File: src/rtl/rom_loader_pkg.sv
// Shared types and sizing for the ROM program loader.
// Optional checksum stage is enabled by defining ROM_LOADER_CHECKSUM_EN.
package rom_loader_pkg;

    typedef enum logic [2:0] {
        S_LEN  = 3'd0,
        S_DATA = 3'd1,
        S_CHK  = 3'd2,
        S_DONE = 3'd3,
        S_ERR  = 3'd4
    } state_t;

    localparam int LEN_BYTES  = 4;
    localparam int WORD_BYTES = 4;
    localparam int WORD_W     = 32;
    localparam int IDX_W      = 2;

endpackage

File: src/rtl/loader_word_pack.sv
// Byte index counter and little-endian 32-bit pack register.
// Emits the packed word one cycle after the qualifying last byte.
module loader_word_pack
    import rom_loader_pkg::*;
(
    input  logic              clk,
    input  logic              rstn,
    input  logic              byte_en,
    input  logic [7:0]        byte_in,
    input  logic              emit,
    output logic [IDX_W-1:0]  idx,
    output logic [WORD_W-1:0] next_word,
    output logic              word_valid,
    output logic [WORD_W-1:0] word
);

    logic [WORD_W-1:0] sr;

    // First byte received ends up in the least significant lane
    assign next_word = {byte_in, sr[WORD_W-1:8]};

    always_ff @(posedge clk) begin
        if (!rstn) begin
            idx        <= '0;
            sr         <= '0;
            word_valid <= 1'b0;
            word       <= '0;
        end else begin
            word_valid <= emit;
            if (byte_en) begin
                sr  <= next_word;
                idx <= idx + IDX_W'(1);
            end
            if (emit) begin
                word <= next_word;
            end
        end
    end

endmodule

File: src/rtl/rom_loader.sv
// Streams a length-prefixed image into the instruction ROM and holds the core in reset until done.
// Define ROM_LOADER_CHECKSUM_EN to require a trailing mod-256 payload checksum byte.
module rom_loader
    import rom_loader_pkg::*;
#(
    parameter int ADDR_W    = 12,
    parameter int ROM_DEPTH = 4096
) (
    input  logic              clk,
    input  logic              rstn,
    input  logic [7:0]        rx_data,
    input  logic              rx_valid,
    output logic              rx_ready,
    output logic              rom_we,
    output logic [ADDR_W-1:0] rom_waddr,
    output logic [31:0]       rom_wdata,
    output logic              core_rstn,
    output logic              load_done,
    output logic              load_err
);

    localparam int CNT_W = ADDR_W + 1;

`ifdef ROM_LOADER_CHECKSUM_EN
    localparam state_t S_TAIL = S_CHK;
`else
    localparam state_t S_TAIL = S_DONE;
`endif

    state_t            state;
    state_t            state_nxt;
    logic              ready_q;
    logic              ready_nxt;
    logic              accept;
    logic              emit;
    logic              last_len;
    logic              last_byte;
    logic              last_word;
    logic [IDX_W-1:0]  idx;
    logic [WORD_W-1:0] next_word;
    logic              word_valid;
    logic [WORD_W-1:0] word;
    logic [CNT_W-1:0]  len_q;
    logic [CNT_W-1:0]  word_cnt;
    logic [ADDR_W-1:0] waddr_q;
    logic              done_q;
    logic              err_q;

    assign accept    = rx_valid & ready_q;
    assign last_len  = idx == IDX_W'(LEN_BYTES - 1);
    assign last_byte = idx == IDX_W'(WORD_BYTES - 1);
    assign last_word = (word_cnt + CNT_W'(1)) == len_q;
    assign emit      = accept & (state == S_DATA) & last_byte;

    loader_word_pack u_pack (
        .clk        (clk),
        .rstn       (rstn),
        .byte_en    (accept),
        .byte_in    (rx_data),
        .emit       (emit),
        .idx        (idx),
        .next_word  (next_word),
        .word_valid (word_valid),
        .word       (word)
    );

`ifdef ROM_LOADER_CHECKSUM_EN
    logic [7:0] sum_q;

    always_ff @(posedge clk) begin
        if (!rstn) begin
            sum_q <= '0;
        end else if (accept && state == S_DATA) begin
            sum_q <= sum_q + rx_data;
        end
    end
`endif

    always_comb begin
        state_nxt = state;
        unique case (state)
            S_LEN: begin
                if (accept && last_len) begin
                    if (next_word > 32'(ROM_DEPTH)) begin
                        state_nxt = S_ERR;
                    end else if (next_word == '0) begin
                        state_nxt = S_TAIL;
                    end else begin
                        state_nxt = S_DATA;
                    end
                end
            end
            S_DATA: begin
                if (emit && last_word) begin
                    state_nxt = S_TAIL;
                end
            end
            S_CHK: begin
`ifdef ROM_LOADER_CHECKSUM_EN
                if (accept) begin
                    state_nxt = (rx_data == sum_q) ? S_DONE : S_ERR;
                end
`else
                state_nxt = S_ERR;
`endif
            end
            S_DONE:  state_nxt = S_DONE;
            S_ERR:   state_nxt = S_ERR;
            default: state_nxt = S_ERR;
        endcase
        ready_nxt = (state_nxt == S_LEN) ||
                    (state_nxt == S_DATA) ||
                    (state_nxt == S_CHK);
    end

    always_ff @(posedge clk) begin
        if (!rstn) begin
            state    <= S_LEN;
            ready_q  <= 1'b0;
            len_q    <= '0;
            word_cnt <= '0;
            waddr_q  <= '0;
            done_q   <= 1'b0;
            err_q    <= 1'b0;
        end else begin
            state   <= state_nxt;
            ready_q <= ready_nxt;
            // Released one cycle after S_DONE is reached
            done_q  <= state == S_DONE;
            err_q   <= state == S_ERR;
            if (accept && state == S_LEN && last_len) begin
                len_q <= next_word[CNT_W-1:0];
            end
            if (emit) begin
                waddr_q  <= word_cnt[ADDR_W-1:0];
                word_cnt <= word_cnt + CNT_W'(1);
            end
        end
    end

    assign rx_ready  = ready_q;
    assign rom_we    = word_valid;
    assign rom_waddr = waddr_q;
    assign rom_wdata = word;
    assign core_rstn = done_q;
    assign load_done = done_q;
    assign load_err  = err_q;

endmodule
File: config.mk
export PLATFORM = sky130hd
export DESIGN_NAME = rom_loader
export DESIGN_NICKNAME = d
export VERILOG_FILES = /design/src/rtl/rom_loader_pkg.sv /design/src/rtl/loader_word_pack.sv /design/src/rtl/rom_loader.sv
export SDC_FILE = /design/constraint.sdc
export NUM_CORES = 1
export LEC_CHECK = 0
export ABC_AREA = 0
export CAP_MARGIN = 20
export CORE_ASPECT_RATIO = 1.75
export CORE_MARGIN = 2
export CORE_UTILIZATION = 54
export DETAILED_ROUTE_END_ITERATION = 12
export PLACE_DENSITY_LB_ADDON = 0.05
export RECOVER_POWER = 25
export SLEW_MARGIN = 15
export SYNTH_ARGS = -nofsm -noshare
export SYNTH_HDL_FRONTEND = slang
export SYNTH_SLANG_ARGS = --single-unit
export TNS_END_PERCENT = 5
File: constraint.sdc
create_clock -name clk -period 2.9 [get_ports clk]
set_clock_uncertainty 0.1 [all_clocks]
set_input_delay 0.58 -clock clk [delete_from_list [all_inputs] [get_ports clk]]
set_output_delay 0.58 -clock clk [all_outputs]
set_load 0.02 [all_outputs]
======== Yosys cells after proc, flatten, opt, wreduce, memory -nomap -nowiden ========
Index checks and enable logic that the tools add are counted.
cells by class
  reduce and logical (&&, ||, !) cells .... 9
  add/subtract/negate cells ............... 2
  magnitude comparators ................... 1
  eq/ne operators ......................... 7
  bitwise gates (word level) .............. 3
  muxes and demuxes ....................... 5
operators by type and width
  kind                   count
  $gt 32x13->1 const B   1
  $logic_not 32->1       1
  $add 13x1->13 const B  1
  $eq 13x13->1           1
  $mux 3                 3
  $pmux 3 s3             1
  $eq 3x1->1 const B     2
  $eq 3x2->1 const B     2
  $logic_not 3->1        2
  $logic_and 1x1->1      4
  $and 1x1->1            3
  $eq 3x3->1 const B     1
  $add 2x1->2 const B    1
  $eq 2x2->1 const B     1
  $logic_or 1x1->1       2
  $mux 2                 1
word-level totals
  input bits .............................. 11
  register bits after elaboration ......... 111
  output and inout bits ................... 49
  logic and storage cells ................. 38

======== Logic depth before layout (Yosys ltp) ========
Gate-level depths: netlist (run 1).
  depth after elaboration ................. 9
  gate-level depth with buffers ........... 8
  gate-level depth less buffers ........... 7

======== By module ========
Synthesis (run 1) repeated with hierarchy kept, for this count alone.
second synthesis, totals
  cell total of the unflattened synthesis .. 471
  area total of the unflattened synthesis .. 4470.5 sq um
by module, submodules not included
  module            cells each  instances  area an instance (sq um)  seq. area each (sq um)
  loader_word_pack  199         1          2318.5                    1181.1
  rom_loader        272         1          2152.1                    880.8

======== Worst setup path before layout (run 1) ========
No wires, ideal clock.
  path type ............................... register -> register
  start point ............................. reg word_cnt[0]
  end point ............................... reg ready_q, in the netlist rx_ready
  required time ........................... 2.684 ns
  data arrival time ....................... 1.868 ns
  setup time .............................. 0.116 ns
  cell stages (with the launch flop) ...... 7
  clock period less this slack ............ 2.084 ns
  slack ................................... 0.816 ns
  buffers on the path ..................... 0
  cell sequence ........................... dfxtp_1 > ha_1 > nand3_4 > or3_4 > a2111oi_4 > a41oi_2 > and3_1
between the ends
  longest elaborated chain between the ends .. 8
  elaborated cells on any way between the ends .. 10
  those cells by class .................... 1 x add/sub; 3 x eq/ne; 2 x mux; 4 x reduce/logical
ends and longest elaborated chain
  element                                               line                                  source
  from (decl)                                           rom_loader.sv:44                      logic [CNT_W-1:0] word_cnt;
  from (signal assigned)                                rom_loader.sv:136                     word_cnt <= word_cnt + CNT_W'(1);
  $add 13x1->13 *                                       rom_loader.sv:52                      assign last_word = (word_cnt + CNT_W'(1)) == len_q;
  $eq 13x13->1 *                                        rom_loader.sv:52
  $logic_and 1x1->1 *                                   rom_loader.sv:94                      if (emit && last_word) begin
  $mux 3 *                                              rom_loader.sv:94
  $pmux 3 s3 *                                          rom_loader.sv:81                      unique case (state)
  $eq 3x1->1 / $logic_not 3->1 (equally long branches)  rom_loader.sv:112, rom_loader.sv:111
  $logic_or 1x1->1                                      rom_loader.sv:111                     ready_nxt = (state_nxt == S_LEN) ||
  $logic_or 1x1->1 *                                    rom_loader.sv:112                     (state_nxt == S_DATA) ||
  to (signal assigned)                                  rom_loader.sv:127                     ready_q <= ready_nxt;
  to (decl)                                             rom_loader.sv:32                      logic ready_q;
Every way passes the cells marked *; elsewhere a longest branch is shown, timed or not.
A chain may end at the register's enable or synchronous reset.

======== Worst setup path after layout (run 1) ========
  start point ............................. in rx_valid
  end point ............................... reg ready_q, in the netlist rx_ready
between the ends
  longest elaborated chain between the ends .. 9
  elaborated cells on any way between the ends .. 13
  those cells by class .................... 2 x eq/ne; 3 x mux; 3 x bitwise; 5 x reduce/logical
ends and longest elaborated chain
  element                                               line                                  source
  from (decl)                                           rom_loader.sv:12                      input logic rx_valid,
  $and 1x1->1 *                                         rom_loader.sv:49                      assign accept = rx_valid & ready_q;
  $and 1x1->1 (2 in series)                             rom_loader.sv:53                      assign emit = accept & (state == S_DATA) & last_byte;
  $logic_and 1x1->1                                     rom_loader.sv:94
  $mux 3                                                rom_loader.sv:94
  $pmux 3 s3 *                                          rom_loader.sv:81
  $eq 3x1->1 / $logic_not 3->1 (equally long branches)  rom_loader.sv:112, rom_loader.sv:111
  $logic_or 1x1->1                                      rom_loader.sv:111
  $logic_or 1x1->1 *                                    rom_loader.sv:112
Marks and branches as above.

==> flow_summary.toml, run 1 <==
[synth]
synth-main-ff-cell = "dfxtp_1"
synth_cell_type_count = 45
syn-cell-area_um2 = 4400
synthesis.nets = 513
async_flop_share_pct = 0
ys_seq_area_share_pct = 46.9
avgSynthCellArea_um2 = 8.80
syn_inst = 500
ys_ff_latch = 103
synth_enable_flop_cells = 0
yosysWarnings = 0

[final_layout]
diodes = 0
syn2layout_area_growth_pct = 21.2
fin_area_um2 = 5330
layout-drive-gt1-share_pct = 6.90
multiInputGateArea_um2 = 2200
fin_nets = 559
fin_cells = 641
nFillCells = 679
regArea_um2 = 2060
final_util_pct = 67.4

[clocking]
cts_buffers = 9
cts_setup_buffers = 0
cts-resized-gates = 0
cts.sinks = 103
clk_pin_slew_ns = 0.06
cts_tree = "built"
htreeDepth = 3
hold_buffers = 0
clock_latency_ns = 0.34
cts_root_buf = "clkbuf_16"
clockBufferDepth = 2

[place]
dpl_worst_slack_ns = 0.148
dpl.hpwl_um = 6770
dpl_cell_area_um2 = 5050
dp.cells = 625
port_buffers = 59
gp_congestion = 0.788

[timing]
setup_ws_ns = 0.462
worstMarginPinSlew_ns = 1.07
hold_viol = 0
rsz0062_at_grt = "no"
period_minus_slack_ns = 2.44
fmax_mhz = 410
setup_violations = 0
drv_slew = 0
slew_headroom_pct = 28.5
fin_setup_tns_ns = 0
post-route-period-util_pct = 84.1

[floorplan]
pin_count = 60
dieArea_um2 = 8920
start_util_pct = 55.6
dieHeight_um = 123
core_area_um2 = 7910
row_count = 43
die_w_um = 72.2

[global_routing]
grt_usage_pct = 22.8
grt_pass1_wl_um = 15600
grt_max_degree = 72
grt_pass1_vias = 3190
grt_overflow = 0
antenna_found_initial = 0

[worst_setup_path]
crit_buf_inv = 2
r2r_slack_ns = 0.56
crit_path_max_incr_delay_ns = 0.50
worst-setup-path-type = "in2reg"
worstSetupStartpointType = "input port"
cp_max_fo = 3
crit_family = "simple AND/OR/NAND/NOR gates"
critical-path-slowest-cell = "clkdlybuf4s50_1"
critical_path_arrival_ns = 2.62
required_ns = 3.08
cp-end-kind = "flip-flop"
crit_chain = "clkdlybuf4s50_1 > nand3_1 > buf_4 > or4_1 > nor3_1 > a21boi_0 > or2_2 > and3_1"

[flow_run]
max-cap-violations = 0

[power]
clkPwrFrac_pct = 43.8
p_leak_nw = 1.90
p_seq_share_pct = 52.9
vdd.ir_drop.worst_mv = 0.399
intPower_mw = 2.14
pwr-share-comb_pct = 3.3
pwr_density_cell_nw_per_um2 = 509
power_switching_uw = 576
p_sw_share_pct = 21.2

[routing]
drcViolationCount = 0
avgViaCountPerCell = 5.37
drt_iter0_markers = 91
first_pass_iters = 4
wl_per_cell_um = 14.9
routed_wl_um = 9530
via_count = 3441
drt.antenna.violating_nets = 0

[worst_hold_path]
min_path_type = "reg2reg"

[outcome]
status = "complete, no violations"
-- power groups by stage --
| stage | Combinational, mW | Clock, mW | Sequential, mW |
|---|---|---|---|
| floorplan | 0.0558 | 0 | 1.46 |
| global placement | 0.0895 | 0 | 1.47 |
| detailed placement | 0.0903 | 0 | 1.47 |
| CTS | 0.0907 | 1.21 | 1.44 |
| global route | 0.0970 | 1.27 | 1.44 |
| finish | 0.0889 | 1.19 | 1.44 |
-- stage by stage --
step / hold slack, ns / power (mW)
after floorplan: 0.347 / 1.52
after global placement: 0.349 / 1.56
after detailed placement: 0.356 / 1.56
after CTS: 0.366 / 2.74
after global routing: 0.381 / 2.80
final: 0.361 / 2.71
-- cells in the mapped netlist, types with 2 or more instances --
| cell | n | share of area (%) |
|---|---|---|
| xnor2_1 | 19 | 3.8 |
| nor2_1 | 4 | 0.34 |
| nand4_1 | 2 | 0.28 |
| a21o_1 | 2 | 0.34 |
| and2_1 | 10 | 1.4 |
| a21boi_0 | 75 | 13 |
| o21a_1 | 2 | 0.34 |
| inv_1 | 2 | 0.17 |
| xor2_1 | 8 | 1.6 |
| nand2_1 | 150 | 13 |
| nand3_1 | 7 | 0.80 |
| mux2i_1 | 13 | 3.0 |
| clkbuf_1 | 23 | 2.0 |
| or4_1 | 2 | 0.34 |
| nor2b_1 | 20 | 2.8 |
| o21ai_0 | 6 | 0.68 |
| and3_1 | 3 | 0.43 |
| nor4_1 | 8 | 1.1 |
| buf_2 | 8 | 0.91 |
| nor3_1 | 5 | 0.57 |
| dfxtp_1 | 103 | 47 |
| ha_1 | 2 | 0.57 |
| or3_1 | 4 | 0.57 |
-- layer usage --
metal | global-route usage [%] | vias to the layer above | part of all wire, %
li1 | - | 1762 | -
met1 | 25.6 | 1619 | 39
met2 | 41.2 | 46 | 56
met3 | 3.67 | 14 | 2.0
met4 | 10.3 | 0 | 2.2
met5 | 0 | - | 0
-- flip-flops by register name, indices dropped and copies added, names as in the netlist, 2 cells and up --
| name | flops |
|---|---|
| len_q | 13 |
| rom_waddr | 12 |
| state | 3 |
| u_pack.idx | 2 |
| u_pack.sr | 24 |
| u_pack.word | 32 |
| word_cnt | 13 |
-- area by class of cell --
| type | count | share of cell area [%] |
|---|---|---|
| Multi-Input combinational cell | 361 | 41.2 |
| Sequential cell | 103 | 38.7 |
| Timing Repair Buffer | 69 | 12.3 |
| Clock buffer | 9 | 4.22 |
| Tap cell | 90 | 2.11 |
| Clock inverter | 7 | 1.36 |
| Inverter | 2 | 0.141 |
-- final timing paths --
path	depth (start not counted)	endpoint	startpoint
worst max register to register	6	rx_ready	word_cnt[0]
worst max-delay path	8	rx_ready	rx_valid
worst min register to register	2	rom_waddr[5]	rom_waddr[5]
worst min-delay path	2	rom_waddr[5]	rom_waddr[5]
-- cells by family (layout without fill, tap and decap cells) --
group / after synthesis / in the layout / share of synthesized area (%)
simple gates: 226 / 226 / 24.5
flops: 103 / 103 / 46.9
compound gates: 93 / 93 / 16.3
buf+inv: 36 / 87 / 3.41
xor+xnor: 27 / 27 / 5.37
mux: 13 / 13 / 2.96
fa+ha+maj: 2 / 2 / 0.569
-- layout by cell type (no fill, tap or decap), types with 2 or more instances in the layout --
| cell type | count |
|---|---|
| and2_1 | 10 |
| and3_1 | 3 |
| clkinvlp_4 | 2 |
| clkdlybuf4s50_1 | 48 |
| dlygate4sd3_1 | 10 |
| o21a_1 | 2 |
| nor4_1 | 8 |
| nor3_1 | 5 |
| or3_1 | 4 |
| xnor2_1 | 19 |
| dfxtp_1 | 103 |
| nand2_1 | 150 |
| nand3_1 | 7 |
| nand4_1 | 2 |
| clkbuf_16 | 9 |
| or4_1 | 2 |
| inv_1 | 2 |
| a21o_1 | 2 |
| nor2_1 | 4 |
| xor2_1 | 8 |
| a21boi_0 | 75 |
| buf_4 | 9 |
| mux2i_1 | 13 |
| ha_1 | 2 |
| clkinv_2 | 2 |
| nor2b_1 | 20 |
| o21ai_0 | 6 |
-- tightest hold or removal path, stage by stage (launching register included) --
cell and delay, ns:
dfxtp_1 0.31, nand2_1 0.04, a21boi_0 0.06
No activity file was read; power rests on OpenSTA's default activity.
==> run 2, diff against run 1 <==
Clock period 2.9 ns to 2.45 ns, I/O delays scaled along.
==> flow_summary.toml, run 2 (synthesis gave the netlist of run 1 again) <==
[outcome]
status = "complete, no violations"

[final_layout]
largest_register_ffs = 32
fin_nets = 565
layout_commonest_cell = "nand2_1"
layout_common_cells = "150 x nand2_1, 103 x dfxtp_1, 75 x a21boi_0"
fin_cells = 646
layout-drive-gt1-share_pct = 7.55
diodes = 0
nFillCells = 694
syn2layout_area_growth_pct = 21.6
top_register = "u_pack.word"
top_regs = "u_pack.word x32, u_pack.sr x24"

[timing]
period_minus_slack_ns = 2.29
drv_slew = 0
worstMarginPinSlew_ns = 1.14
whs_ns = 0.361
fmax_mhz = 436
slew_headroom_pct = 24.3
hold_viol = 0
setup_violations = 0
post-route-period-util_pct = 93.6
fin_setup_tns_ns = 0
rsz0062_at_grt = "no"

[worst_setup_path]
cp_max_fo = 4
worstSetupStartpoint = "rx_valid"
r2r_slack_ns = 0.17
worst_r2r_startpoint = "word_cnt[1]"
worst-setup-path-type = "in2reg"
worstSetupStartpointType = "input port"
cp-end-kind = "flip-flop"
required_ns = 2.64
critical_path_arrival_ns = 2.48
setup.worst_path.end = "rx_ready"
r2r_end = "rx_ready"
rr_worst_depth = 6

[routing]
wl_met2_um = 5220
routed_wl_um = 9470
drcViolationCount = 0
wl_per_cell_um = 14.7
via_count = 3459
drt.antenna.violating_nets = 0
highest_layer = "met4"
first_pass_iters = 4
m1WireLength_um = 3810
avgViaCountPerCell = 5.35
wl_met3_um = 184
drt_iter0_markers = 120

[global_routing]
grt_overflow = 0
antenna_found_initial = 0
grt_pass1_wl_um = 15600
grt_max_degree = 68
grt_pass1_vias = 3337
grt_usage_pct = 22.7

[floorplan]
dieHeight_um = 123
core_area_um2 = 7910
start_util_pct = 55.6
dieArea_um2 = 8920
row_count = 43
pin_count = 60
die_w_um = 72.2

[clocking]
clockBufferDepth = 2
cts_setup_buffers = 0
cts-resized-gates = 0
cts.sinks = 103
clock_latency_ns = 0.34
hold_buffers = 0
cts_buffers = 9
cts_root_buf = "clkbuf_16"
cts_tree = "built"
htreeDepth = 3
clk_pin_slew_ns = 0.07

[place]
dpl.hpwl_um = 6690
gp_congestion = 0.787
port_buffers = 59
dp.cells = 631

[worst_hold_path]
min_path_type = "reg2reg"

[flow_run]
max-cap-violations = 0

[power]
vdd.ir_drop.worst_mv = 0.552
p_leak_nw = 1.92
pwr_density_cell_nw_per_um2 = 581
run 2: cell types whose count changed in the layout (fill, tap and decap cells not counted), sizes merged:
cell and change:
clkbuf +2, clkinvlp -1, buf +6, bufinv -1, inv -1
run 2: worst min path at each step:
stage	slack, ns	from	cells after the start	to
floorplan	0.35	u_pack.idx[1]	2	u_pack.idx[1]
global placement	0.35	rom_waddr[9]	2	rom_waddr[9]
detailed placement	0.36	u_pack.word[30]	2	u_pack.word[30]
CTS	0.36	u_pack.word[30]	2	u_pack.word[30]
global route	0.38	u_pack.word[22]	2	u_pack.word[22]
finish	0.36	rom_waddr[11]	2	rom_waddr[11]
run 2: critical path, cell delays in order:
cell and delay [ns]:
clkdlybuf4s50_1 0.50, nand3_1 0.18, or4_1 0.45, nor3_1 0.28, a21boi_0 0.27, or2_2 0.16
and3_1 0.15
run 2: layer usage:
metal | track usage [%] | up-vias
met5 | 0 | -
met4 | 11.1 | 0
met1 | 24.8 | 1618
met3 | 3.50 | 17
met2 | 41.6 | 45
li1 | - | 1779
run 2: final cells by class:
type	count	area [µm²]	area share (%)
flip-flops and latches	103	2060	38.5
clock inverters	4	22.5	0.421
clock buffers	11	243	4.53
well taps	90	113	2.10
inverters	2	7.51	0.140
repair buffers	75	704	13.2
multi-input cells	361	2200	41.1
run 2: power breakdown:
part           leakage [nW]  internal (mW)  switching, mW
clock                 0.131          0.706          0.593
combinational         0.959         0.0530         0.0560
sequential            0.831           1.69         0.0137
total                  1.92           2.44          0.663
run 2: per-stage QoR:
stage               utilization, %  worst slack, ns  cell area (µm²)  power [mW]
finish                        67.7            0.156             5350        3.11
global route                  67.7          0.00781             5350        3.21
CTS                           67.8           0.0420             5360        3.13
detailed placement            64.5           -0.307             5100        1.85
global placement              64.5           -0.249             5100        1.85
floorplan                        -            0.366             4400        1.80
